**src/rtl/bp_pkg.sv**
```systemverilog
// Shared types and defaults for the branch predictor: counter encoding,
// default geometry and the table-entry record.
package bp_pkg;

    typedef enum logic [1:0] {
        SNT = 2'd0,
        WNT = 2'd1,
        WT  = 2'd2,
        ST  = 2'd3
    } ctr_e;

    localparam int DEF_ENTRIES = 16;
    localparam int DEF_TAG_W   = 8;
    // Widest tag possible with the smallest table (4 entries -> 2 index bits).
    localparam int MAX_TAG_W   = 28;

    typedef struct packed {
        logic                 valid;
        logic [MAX_TAG_W-1:0] tag;
        logic [31:0]          target;
        ctr_e                 ctr;
    } bp_entry_t;

    function automatic logic ctr_predicts_taken(ctr_e c);
        return (c == WT) || (c == ST);
    endfunction

endpackage

```
**src/rtl/sat_counter2.sv**
```systemverilog
// Two-bit saturating counter step: increments on taken, decrements on
// not-taken, holds at SNT/ST, and passes the state through when not enabled.
module sat_counter2
    import bp_pkg::*;
(
    input  logic en,
    input  logic taken,
    input  ctr_e cur,
    output ctr_e next_state
);

    // NOTE: every combinational output gets a default first so no path can infer a latch.
    always_comb begin
        next_state = cur;
        if (en) begin
            if (taken && (cur != ST)) begin
                next_state = ctr_e'(cur + 2'd1);
            end else if (!taken && (cur != SNT)) begin
                next_state = ctr_e'(cur - 2'd1);
            end
        end
    end

endmodule

```
**src/rtl/branch_predictor.sv**
```systemverilog
// Direct-mapped branch target buffer with 2-bit direction counters, fetch
// lookup, execute-stage update, mispredict flush/redirect and statistics.
module branch_predictor
    import bp_pkg::*;
#(
    parameter int ENTRIES = DEF_ENTRIES,
    parameter int TAG_W   = DEF_TAG_W
) (
    input  logic        CLK,
    input  logic        RST_N,
    input  logic [31:0] PC_F,
    output logic        pred_taken_F,
    output logic [31:0] pred_target_F,
    input  logic        br_valid_E,
    input  logic        stall_E,
    input  logic [31:0] PC_E,
    input  logic [31:0] target_E,
    input  logic        take_branch,
    input  logic        pred_taken_E,
    input  logic [31:0] pred_target_E,
    output logic        flush,
    output logic [31:0] redirect_pc,
    output logic [31:0] br_count,
    output logic [31:0] mispred_count
);

    localparam int IDX_W = $clog2(ENTRIES);
    localparam int TAG_LO = IDX_W + 2;
    localparam int TAG_HI = IDX_W + TAG_W + 1;

    logic              valid_q  [ENTRIES];
    ctr_e              ctr_q    [ENTRIES];
    logic [TAG_W-1:0]  tag_q    [ENTRIES];
    logic [31:0]       target_q [ENTRIES];

    logic [IDX_W-1:0]  idx_f, idx_e;
    logic [TAG_W-1:0]  tag_f, tag_e;
    bp_entry_t         entry_f;
    logic              hit_f, hit_e;
    logic              upd;
    logic              ctr_en;
    ctr_e              ctr_next;
    ctr_e              ctr_wr;
    logic              unused_pc_bits;

    assign idx_f = PC_F[IDX_W+1:2];
    assign tag_f = PC_F[TAG_HI:TAG_LO];
    assign idx_e = PC_E[IDX_W+1:2];
    assign tag_e = PC_E[TAG_HI:TAG_LO];

    // Byte-offset and above-tag PC bits never address the table.
    assign unused_pc_bits = ^PC_F;

    // Fetch lookup reads registered state only, so a same-index update in
    // this cycle is not visible until the next one.
    always_comb begin
        entry_f.valid  = valid_q[idx_f];
        entry_f.tag    = MAX_TAG_W'(tag_q[idx_f]);
        entry_f.target = target_q[idx_f];
        entry_f.ctr    = ctr_q[idx_f];
    end

    assign hit_f         = entry_f.valid && (entry_f.tag == MAX_TAG_W'(tag_f));
    assign pred_taken_F  = hit_f && ctr_predicts_taken(entry_f.ctr);
    assign pred_target_F = hit_f ? entry_f.target : 32'd0;

    assign upd   = br_valid_E && !stall_E;
    assign hit_e = valid_q[idx_e] && (tag_q[idx_e] == tag_e);

    assign flush = upd && ((pred_taken_E != take_branch) ||
                           (take_branch && (pred_target_E != target_E)));
    assign redirect_pc = take_branch ? target_E : (PC_E + 32'd4);

    assign ctr_en = hit_e;

    sat_counter2 u_ctr (
        .en         (ctr_en),
        .taken      (take_branch),
        .cur        (ctr_q[idx_e]),
        .next_state (ctr_next)
    );

    // A taken branch that misses allocates a fresh entry in weakly-taken.
    assign ctr_wr = (take_branch && !hit_e) ? WT : ctr_next;

    // NOTE: only valid bits and counters are reset; tag/target storage is plain RAM,
    // and an entry with valid=0 hides whatever it holds.
    always_ff @(posedge CLK or negedge RST_N) begin
        if (!RST_N) begin
            for (int i = 0; i < ENTRIES; i++) begin
                valid_q[i] <= 1'b0;
                ctr_q[i]   <= WNT;
            end
            br_count      <= 32'd0;
            mispred_count <= 32'd0;
        end else begin
            if (upd && (take_branch || hit_e)) begin
                ctr_q[idx_e] <= ctr_wr;
                if (take_branch) begin
                    valid_q[idx_e] <= 1'b1;
                end
            end
            if (upd && (br_count != 32'hFFFF_FFFF)) begin
                br_count <= br_count + 32'd1;
            end
            if (flush && (mispred_count != 32'hFFFF_FFFF)) begin
                mispred_count <= mispred_count + 32'd1;
            end
        end
    end

    always_ff @(posedge CLK) begin
        if (upd && take_branch) begin
            tag_q[idx_e]    <= tag_e;
            target_q[idx_e] <= target_E;
        end
    end

endmodule

```
**config.mk**
```make
export PLATFORM = sky130hd
export DESIGN_NAME = branch_predictor
export DESIGN_NICKNAME = d
export VERILOG_FILES = /design/src/rtl/bp_pkg.sv /design/src/rtl/sat_counter2.sv /design/src/rtl/branch_predictor.sv
export SDC_FILE = /design/constraint.sdc
export NUM_CORES = 1
export LEC_CHECK = 0
export CAP_MARGIN = 10
export CORE_UTILIZATION = 55
export CTS_BUF_LIST = sky130_fd_sc_hd__clkbuf_4 sky130_fd_sc_hd__clkbuf_8
export DETAILED_ROUTE_END_ITERATION = 16
export GPL_TIMING_DRIVEN = 0
export PLACE_DENSITY = 0.81
export RECOVER_POWER = 25
export SKIP_CTS_REPAIR_TIMING = 1
export SYNTH_ARGS = -nofsm -noshare
export SYNTH_HDL_FRONTEND = slang
export SYNTH_SLANG_ARGS = --single-unit
```
**constraint.sdc**
```tcl
create_clock -name CLK -period 7.3 [get_ports CLK]
set_clock_uncertainty 0.15 [all_clocks]
set_input_delay 2.19 -clock CLK [delete_from_list [all_inputs] [get_ports CLK]]
set_output_delay 2.19 -clock CLK [all_outputs]
set_load 0.05 [all_outputs]
```
* After elaboration in Yosys (flattened, before gate mapping)
Memories as Yosys holds them, arrays and structs flattened.
Cells that the tools add are included.
** Word-level totals
- Bits in registers :: 112
- Bits in latches :: 0
- Bits in writable memories :: 640
- Bits in read-only memories :: 0
- Input port bits :: 134
- Output and inout port bits :: 130
- Logic and storage cells :: 103
- Memories kept :: 2
** Operators by class
- Add/subtract/negate cells :: 5
- Multiply operators :: 0
- Div/mod/pow operators :: 0
- Order comparisons :: 3
- Eq/ne operators :: 9
- Shift-type cells :: 0
- Muxes and demuxes :: 25
- Bitwise gates (word level) :: 3
- Reductions and logical operators :: 22
** Memories
- target_q :: words 16, bits a word 32, read ports 1, clocked after memory_dff 0, wr ports 1, RTL line branch_predictor.sv:34 : logic [31:0] target_q [ENTRIES];
- tag_q :: words 16, bits a word 8, read ports 2, clocked after memory_dff 0, wr ports 1, RTL line branch_predictor.sv:33 : logic [TAG_W-1:0] tag_q [ENTRIES];
** Operators with widths (count)
- 32-bit by 1-bit adder with 32-bit output (second input constant) :: 2
- 32-bit two-way mux :: 2
- 32-bit != test (second input constant) :: 2
- 32-bit by 3-bit adder with 32-bit output (second input constant) :: 1
- 32-bit bitwise mux :: 1
- 32-bit != test :: 1
- 2-bit two-way mux :: 9
- 2-bit binary-select mux with 4-bit select :: 2
- 8-bit == test :: 2
- 16-bit bitwise OR :: 1
- 1-bit logical AND :: 14
- 5-bit >= comparator (second input constant) :: 2
- 4-bit inverter with 5-bit output :: 2
- 1-bit binary-select mux with 4-bit select :: 2
- 2-bit demux with 4-bit select :: 1
- 1-bit two-way mux :: 7
- 5-bit by 1-bit less-than comparator with 1-bit output (second input constant) :: 1
- 1-bit demux with 4-bit select :: 1
- 2-bit == test (second input constant) :: 2
- 1-bit logical NOT :: 3
- 1-bit logical OR :: 3
- 2-bit by 1-bit adder with 2-bit output (second input constant) :: 1
- 2-bit != test (second input constant) :: 1
- 2-bit AND reduction :: 1
- other kinds (3) :: 3

* Logic depth before layout (Yosys ltp)
Gate-level depths: netlist (run 1).
- Depth after elaboration :: 11
- Gate-level depth with buffers :: 13
- Mapped depth without buffers :: 9

* By module
A second synthesis (run 1) with hierarchy kept.
** Second synthesis, totals
- Cell total of the unflattened synthesis :: 1775
- Area, all modules :: 32388.6 um2
** Modules (own cells, without submodules)
- branch_predictor :: times used 1, cells an instance 1765, area an instance 32319.7 um2, seq. area each 22041.1 um2
- sat_counter2 :: times used 1, cells an instance 10, area an instance 68.8 um2, seq. area each 0.0 um2

* Worst setup path before layout (run 1)
Ideal clock, no wire load.
- Kind :: input port to output port
- Start :: in PC_E[3]
- End :: out redirect_pc[31]
- Data arrival time :: 5.374 ns
- Required time :: 4.960 ns
- Setup slack :: -0.414 ns
- Cell stages on the path :: 12
- Path buffers :: 4
- Path through :: buf_2 -> buf_4 -> buf_4 -> buf_4 -> nand4_1 -> nor4_1 -> nor2b_1 -> nand3_1 -> nor2_1 -> nand3_1 -> xor2_1 -> o21ai_0
** Between the ends
- Cells in the longest elaborated chain, start to end :: 2
** Ends and longest elaborated chain
- from (decl) :: RTL line branch_predictor.sv:16 : input logic [31:0] PC_E,
- 32-bit by 3-bit adder with 32-bit output :: RTL line branch_predictor.sv:72 : assign redirect_pc = take_branch ? target_E : (PC_E + 32'd4);
- 32-bit two-way mux :: RTL line branch_predictor.sv:72
- to (decl) :: RTL line branch_predictor.sv:22 : output logic [31:0] redirect_pc,
No other way between the ends.

* Final worst setup path (run 1)
- Start :: in pred_target_E[29]
- End :: out flush
** Between the ends
- Cells in the longest elaborated chain, start to end :: 4
** Ends and longest elaborated chain
- from (decl) :: RTL line branch_predictor.sv:20 : input logic [31:0] pred_target_E,
- 32-bit != test :: RTL line branch_predictor.sv:71 : (take_branch && (pred_target_E != target_E)));
- 1-bit logical AND :: RTL line branch_predictor.sv:71
- 1-bit logical OR :: RTL line branch_predictor.sv:70 : assign flush = upd && ((pred_taken_E != take_branch) ||
- 1-bit logical AND :: RTL line branch_predictor.sv:70
- to (decl) :: RTL line branch_predictor.sv:21 : output logic flush,
No other way between the ends.

==> parameters.txt, run 1 <==
Parameter                              Value

STA
  Remaining max-slew budget at the tightest pin ... -0.904
  Post-route setup slack ... -23.4 ps
  Final count of hold timing violations ... 0
  Unrepaired setup endpoints after global routing ... true
  Final count of negative-setup-slack endpoints ... 1
  Top achievable clock speed ... 137 MHz
  Final critical delay including setup and external delays ... 7320 ps
  Final Max Tran Viols ... 115
  Worst hold slack after final layout ... 341 ps
  Worst-Margin Slew ... 2860 ps
  Share of the clock period used by the worst path after layout ... 1.00

Synthesis
  Summed instance area of the synthesized netlist ... 0.0323 sq mm
  Syn. warnings ... 0
  Post-synthesis cell count ... around 1.7k
  Synth Register Bits ... 752
  Count of flip-flops with a built-in enable after synthesis ... 640
  Main flop type after synthesis ... sky130_fd_sc_hd__edfxtp_1
  Post-synthesis cell type with the largest combined area ... sky130_fd_sc_hd__edfxtp_1
  Cells taking the most area after synthesis ... sky130_fd_sc_hd__edfxtp_1 60%, sky130_fd_sc_hd__mux4_2 17%, sky130_fd_sc_hd__dfrtp_1 7.4%, sky130_fd_sc_hd__xor2_1 2.0%, sky130_fd_sc_hd__xnor2_1 1.8%
  Proportion of netlist area held by the largest area contributor ... 0.596
  Number of unique standard cell types used by synthesis ... 53
  Sequential share of the synthesized area ... 0.683
  Mean area per synthesized cell ... around 19 sq um
  Fraction of registers with async set or reset after synthesis ... 0.149
  Post-synth net total ... 1,861

Worst setup path
  Largest fanout on the critical path ... 9
  Start-to-end type of the worst setup path ... in -> out
  Arrival time of the worst setup path ... between 4000 and 5000 ps
  Kind of cell adding the most delay to the critical path ... buffers and inverters
  Kind of capture point of the worst setup path ... output port
  Crit path max-delay cell type ... sky130_fd_sc_hd__xor2_1
  Worst endpoint required time ... 4960 ps
  Cell count of the worst reg-to-reg path ... 9
  Flop2flop setup slack ... 3920 ps
  Delay of the slowest cell on the worst path ... 750 ps
  Reg-to-Reg Start ... tag_q[2][6]
  Sum of buffers and inverters on the critical path ... 3
  End of the worst register-to-register path ... ctr_q[11]
  Chain of cells forming the critical path ... clkdlybuf4s50_1 > xor2_1 > nor4_4 > nand4_1 > nor4_1 > buf_2 > a21oi_2 > dlymetal6s2s_1
  Startpoint types ... input port

CTS
  Root buffer cell ... sky130_fd_sc_hd__clkbuf_8
  Insertion delay to the later sink of the worst-skew pair ... 730 ps
  Number of buffers on the longest clock path ... 3
  Total clock sinks ... 752
  Clock-pin slew on the worst setup and hold paths ... 60 ps
  # H-tree levels ... 3
  Clock tree from TritonCTS ... done
  Clock buffers created by TritonCTS ... around 110

GRT
  Initial antenna violation count ... 3
  Total routing resource utilization after global routing ... 0.289
  Global-route congestion overflow total ... 0
  Global-route wire length before repair ... between 100,000 and 150,000 microns
  Vias in the first global route ... 19.7k
  Largest net degree at the start of global routing ... 64

Drt
  Vias after detailed routing ... 18.8k
  Total wirelength of the detailed-routed design ... 85,400 microns
  Total DRC errors in the routed layout ... 0
  Drt pass-1 iters ... 5
  Routed WL per cell ... approximately 29 microns
  Met1 routed wirelength after detailed routing ... around 31,000 microns
  Top layer reached by signal wires ... met5
  Antenna violation net count after detailed routing ... 0
  Detailed-routed wire length on met3 ... 9970 microns
  Total met2 wirelength after detailed routing ... 41,700 microns
  Number of DRC markers in iteration 0 ... 1,918
  Routed vias/inst ... 6.32

Job
  Number of maximum-capacitance constraint violations ... 2

Power
  Leakage power summed over all cells ... 13.6 nW
  Total Power Consumption ... 9.24 mW
  Total power divided by cell area ... 236 mW/mm^2
  Peak ir drop on the vdd network ... between 0.3 and 0.4 mV

Die
  Vertical die dimension ... 244 microns
  Starting density of the core ... 0.558
  Core Box Area ... roughly 0.058 sq mm
  Placement row count ... 88
  Floorplan die width ... 244 microns
  Area of the die ... 0.0596 sq mm
  IO Pins ... 264

Finish
  Final standard cell utilization of the core ... 0.676
  Most frequent standard cell in the layout excluding fill and tap cells ... sky130_fd_sc_hd__edfxtp_1
  Final nets ... 2,263
  Commonest cells after routing, fill and taps aside ... 640 x sky130_fd_sc_hd__edfxtp_1, 249 x sky130_fd_sc_hd__mux4_2, 152 x sky130_fd_sc_hd__clkdlybuf4s50_1
  Fraction of final layout cells with drive strength greater than 1 ... 0.333
  Final design instance area without fill ... 0.0391 sq mm
  Signed area change from the synthesized netlist to the final layout ... 21.2%

Hold path
  Endpoint, Worst Hold ... br_count[25]
  Depth of the worst hold-timing path ... 1
  Hold_sp ... br_count[25]
  Worst hold-check path type ... reg -> reg

Placement
  I/O Buffers ... around 240
  Routability-driven placement congestion ratio ... around 0.9
  Place WS ... -2460 ps
  Placed wire-length estimate after detailed placement ... 57,000 microns
  Placed instance area ... 0.0364 sq mm

Status
  Run status ... finished, violations left
  Violated checks ... capacitance limit, slew limit, setup timing
## cell families after synthesis
| family | share of synthesized area |
|---|---|
| AO/OA/AOI/OAI | 0.0113 |
| XOR/XNOR | 0.0380 |
| adder cells (fa/ha/maj) | 0.00310 |
| buffers and inverters | 0.0138 |
| flip-flops | 0.683 |
| multiplexers | 0.196 |
| AND/OR/NAND/NOR | 0.0548 |
## sequential cells by signal (all words and copies together), names as in the netlist
signal	count
valid_q	16
target_q	512
br_count	32
tag_q	128
mispred_count	32
ctr_q	32
## cells in the mapped netlist, drive strengths merged, types with 19 or more instances
master / instances
nor2: 65
mux2i: 24
nand4: 26
buf: 40
o21ai: 30
edfxtp: 640
mux4: 249
xor2: 75
dfrtp: 96
nand3: 40
nor3: 19
nor2b: 40
mux2: 40
xnor2: 65
nand2: 84
clkbuf: 47
## layout make-up
| cell class | instances | area (sq um) |
|---|---|---|
| Timing Repair Buffer | 293 | 3130 |
| Clock inverter | 63 | 444 |
| Antenna cell | 1 | 2.50 |
| Buffer | 82 | 582 |
| Fill cell | 3660 | 18700 |
| Clock buffer | 143 | 1790 |
| Tap cell | 765 | 957 |
| Inverter | 18 | 67.6 |
| Sequential cell | 752 | 22000 |
| Multi-Input combinational cell | 862 | 10100 |
## metal layers
layer	up-vias	track usage
met2	1186	0.457
met3	167	0.0926
met1	9764	0.375
li1	7721	-
met5	-	0
met4	4	0.116
## stage by stage
stage | std cells | setup TNS (ps)
finish | 2979 | -23.4
global route | 2978 | -776
CTS | 2972 | -106680
detailed placement | 2766 | -106060
global placement | 2722 | -1308290
floorplan | 1719 | -6810
## power breakdown
group | total [mW] | leakage [nW] | switching, mW | internal, mW
Clock | 3.42 | 1.18 | 1.61 | 1.82
Sequential | 4.83 | 7.18 | 0.0749 | 4.75
Combinational | 0.993 | 5.27 | 0.571 | 0.422
Total | 9.24 | 13.6 | 2.25 | 6.99
## worst register-to-register path: stages (launching register included)
cell and delay (ps):
sky130_fd_sc_hd__edfxtp_1 420, sky130_fd_sc_hd__mux4_2 460, sky130_fd_sc_hd__mux2_2 290, sky130_fd_sc_hd__or4b_1 490, sky130_fd_sc_hd__nand4_1 200, sky130_fd_sc_hd__o21a_2 270
sky130_fd_sc_hd__a31oi_4 150, sky130_fd_sc_hd__buf_2 240, sky130_fd_sc_hd__nor2_1 240, sky130_fd_sc_hd__mux2_2 370
## worst max path at each step
stage,startpoint,endpoint,slack (ps),cells past startpoint
after floorplan,PC_F[2],pred_target_F[10],-220,9
after global placement,PC_E[3],valid_q[15],-4010,10
after detailed placement,PC_F[4],pred_target_F[2],-2460,9
after CTS,PC_F[4],pred_target_F[2],-2450,9
after global routing,PC_F[2],pred_target_F[2],-70,13
final,pred_target_E[29],flush,-20,8
(Power assumes the default switching activity.)
==> inputs of run 2 (changes only) <==
Settings changed: CORE_MARGIN from default to 5.
Clock period 7.3 ns to 6.9 ns, I/O delays scaled along.
==> run 2 against run 1 <==
Against the previous run: the run still ends with capacitance limit, slew limit, setup timing left; total power up 9.9%; non-clock buffer count up 14; sequential power is 5.8% higher; hold slack worse by 1.9 ps; routed wire length increased by 3.5%; count of clock-buffer cells in the layout grew 14; design area is 2.2% higher; critical path depth is 4 higher; first-iteration DRC count rose by 8.4%; combinational power increased by 8%; via count rose by 1.2%; die area is 6.7% higher.
==> parameters.txt, run 2 (synthesis gave the netlist of run 1 again) <==
Parameter                              Value

Placement
  Post-placement cell count ... 2,765 (-0.036%)
  Routability-driven placement congestion ratio ... 0.931 (+0.83%)
  Placed instance area ... 0.0367 sq mm (+0.79%)
  Place WS ... -2390 ps (+61.7 ps)
  Placed wire-length estimate after detailed placement ... 58,300 microns (+2.3%)
  I/O Buffers ... 238 (unchanged)

Drt
  Drt pass-1 iters ... 5 (unchanged)
  Routed WL per cell ... 29.4 microns (+2.5%)
  Total wirelength of the detailed-routed design ... 88,400 microns (+3.5%)
  Vias after detailed routing ... 19.1k (+1.2%)
  Number of DRC markers in iteration 0 ... 2,079 (+8.4%)
  Routed vias/inst ... 6.34 (+0.24%)
  Total DRC errors in the routed layout ... 0 (unchanged)
  Antenna violation net count after detailed routing ... 0 (unchanged)

Finish
  Fraction of final layout cells with drive strength greater than 1 ... 0.352 (+0.0190)
  Final standard cell utilization of the core ... 0.690 (+0.0136)
  Fill cell instance count of the final layout ... 3,620 (-1.1%)
  Most flop-heavy register ... target_q
  Largest register FFs ... 512 (unchanged)
  Final nets ... 2,280 (+0.75%)
  Non-filler cells in the finished layout ... 3,008 (+0.97%)
  Most frequent standard cell in the layout excluding fill and tap cells ... sky130_fd_sc_hd__edfxtp_1
  Signed area change from the synthesized netlist to the final layout ... 23.9%
  Commonest cells after routing, fill and taps aside ... 640 x sky130_fd_sc_hd__edfxtp_1, 249 x sky130_fd_sc_hd__mux4_2, 147 x sky130_fd_sc_hd__clkdlybuf4s50_1
  Biggest regs ... target_q x512, tag_q x128
  Final design instance area without fill ... 0.0400 sq mm (+2.2%)

STA
  Top achievable clock speed ... 141 MHz
  Unrepaired setup endpoints after global routing ... true
  Final count of hold timing violations ... 0 (unchanged)
  Remaining max-slew budget at the tightest pin ... -1.30 (-0.398)
  Worst-Margin Slew ... 3450 ps (+598 ps)
  Post-route setup slack ... -190 ps (-167 ps)
  Final Max Tran Viols ... 62 (-46%)
  Final count of negative-setup-slack endpoints ... 31 (+30)
  Worst hold slack after final layout ... 339 ps (-1.87 ps)
  Share of the clock period used by the worst path after layout ... 1.03
  Final critical delay including setup and external delays ... 7090 ps

GRT
  Global-route congestion overflow total ... 0 (unchanged)
  Vias in the first global route ... 19.7k (+0.23%)
  Initial antenna violation count ... 3 (unchanged)
  Global-route wire length before repair ... 127,000 microns (+2.5%)
  Largest net degree at the start of global routing ... 63 (-1.6%)
  Total routing resource utilization after global routing ... 0.271 (-0.0188)

Worst setup path
  Largest fanout on the critical path ... 10 (+1)
  Most frequent cell on the critical path ... sky130_fd_sc_hd__mux4_2
  Kind of capture point of the worst setup path ... output port
  Arrival time of the worst setup path ... 4870 ps (-110 ps)
  Flop2flop setup slack ... 3500 ps (-420 ps)
  Startpoint types ... input port
  Delay of the slowest cell on the worst path ... 500 ps (-250 ps)
  Crit path max-delay cell type ... sky130_fd_sc_hd__mux4_2
  Worst endpoint required time ... 4680 ps (-280 ps)
  Start-to-end type of the worst setup path ... in -> out
  Sum of buffers and inverters on the critical path ... 6 (+3)
  Chain of cells forming the critical path ... buf_16 > clkbuf_16 > buf_4 > mux4_2 > mux4_2 > xor2_1 > nor4_4 > nand3_4 > buf_6 > buf_12 > nor2b_4 > buf_8
  Kind of cell adding the most delay to the critical path ... multiplexers

CTS
  Root buffer cell ... sky130_fd_sc_hd__clkbuf_8
  Clock-pin slew on the worst setup and hold paths ... 60 ps (about the same)
  Clock buffers created by TritonCTS ... 115 (+2.7%)
  Clock tree from TritonCTS ... done
  Insertion delay to the later sink of the worst-skew pair ... 730 ps (about the same)
  Total clock sinks ... 752 (unchanged)
  # H-tree levels ... 3 (unchanged)
  Number of buffers on the longest clock path ... 3 (unchanged)

Power
  Combinational fraction of design power ... 0.106 (about the same)
  Share of power burned in the clock network ... 0.391 (+0.021)
  Pint ... 7.71 mW (+10%)
  Sequential power share ... 0.503 (-0.019)
  Peak ir drop on the vdd network ... 0.257 mV (-27%)
  Total power divided by cell area ... 254 mW/mm^2 (+7.5%)
  Net switching fraction of the power ... 0.241 (-0.00252)
  Net Switching ... 2.45 mW (+8.7%)
  Leakage power summed over all cells ... 14.1 nW (+3.2%)

Hold path
  Worst hold-check path type ... reg -> reg

Status
  Run status ... finished, violations left
  Violated checks ... capacitance limit, slew limit, setup timing

Die
  Placement row count ... 88 (unchanged)
  Vertical die dimension ... 252 microns (+3.3%)
  Starting density of the core ... 0.557 (-0.00106)
  Area of the die ... 0.0636 sq mm (+6.7%)
  Floorplan die width ... 252 microns (+3.3%)
  Core Box Area ... 0.0579 sq mm (+0.19%)
  IO Pins ... 264 (unchanged)

Job
  Number of maximum-capacitance constraint violations ... 1 (-1)
-- run 2: cell count changes in the layout (fill, tap and decap cells not counted), sizes merged --
| cell | previous run | this run |
|---|---|---|
| bufinv | 6 | 10 |
| diode | 1 | 2 |
| dlymetal6s4s | 1 | 0 |
| buf | 113 | 127 |
| dlymetal6s2s | 22 | 24 |
| clkbuf | 228 | 248 |
| clkdlybuf4s50 | 152 | 147 |
| clkinvlp | 4 | 3 |
| inv | 19 | 22 |
| clkinv | 52 | 46 |
| clkdlybuf4s15 | 2 | 0 |
-- run 2: final timing paths --
path,startpoint,endpoint,cells after the start
max,PC_F[2],pred_target_F[2],12
min,br_count[25],br_count[25],1
max reg2reg,tag_q[8][6],ctr_q[11],9
min reg2reg,br_count[25],br_count[25],1
max in group asynchronous,RST_N,br_count[29],1
min in group asynchronous,RST_N,mispred_count[26],1
-- run 2: through the flow --
step	power [mW]	setup TNS (ps)
2_1_floorplan	5.81	-1030
3_3_place_gp	6.19	-1582150
3_5_place_dp	6.23	-116460
4_1_cts	10.2	-117520
5_1_grt	10.5	-3850
6_report	10.2	-3080
-- run 2: final cells by class --
class / count / area [sq um] / share of cell area
Antenna cell: 2 / 5.00 / 0.000125
Buffer: 83 / 641 / 0.0160
Clock buffer: 157 / 1940 / 0.0486
Clock inverter: 63 / 567 / 0.0142
Inverter: 18 / 67.6 / 0.00169
Multi-Input combinational cell: 862 / 10300 / 0.258
Sequential cell: 752 / 22000 / 0.552
Tap cell: 765 / 957 / 0.0240
Timing Repair Buffer: 306 / 3420 / 0.0855
-- run 2: routing by layer --
layer	track usage	up-vias	share of wire
met4	0.0856	4	0.023
met1	0.362	9768	0.37
met5	0	-	0.00021
met3	0.0933	160	0.13
met2	0.427	1381	0.48
li1	-	7758	-
-- run 2: power by group through the flow --
stage	Clock, mW	Sequential, mW	Combinational (mW)
CTS	4.01	5.11	1.04
global route	4.25	5.12	1.13
global placement	0	5.19	1.00
floorplan	0	5.29	0.518
finish	3.97	5.11	1.07
detailed placement	0	5.20	1.03
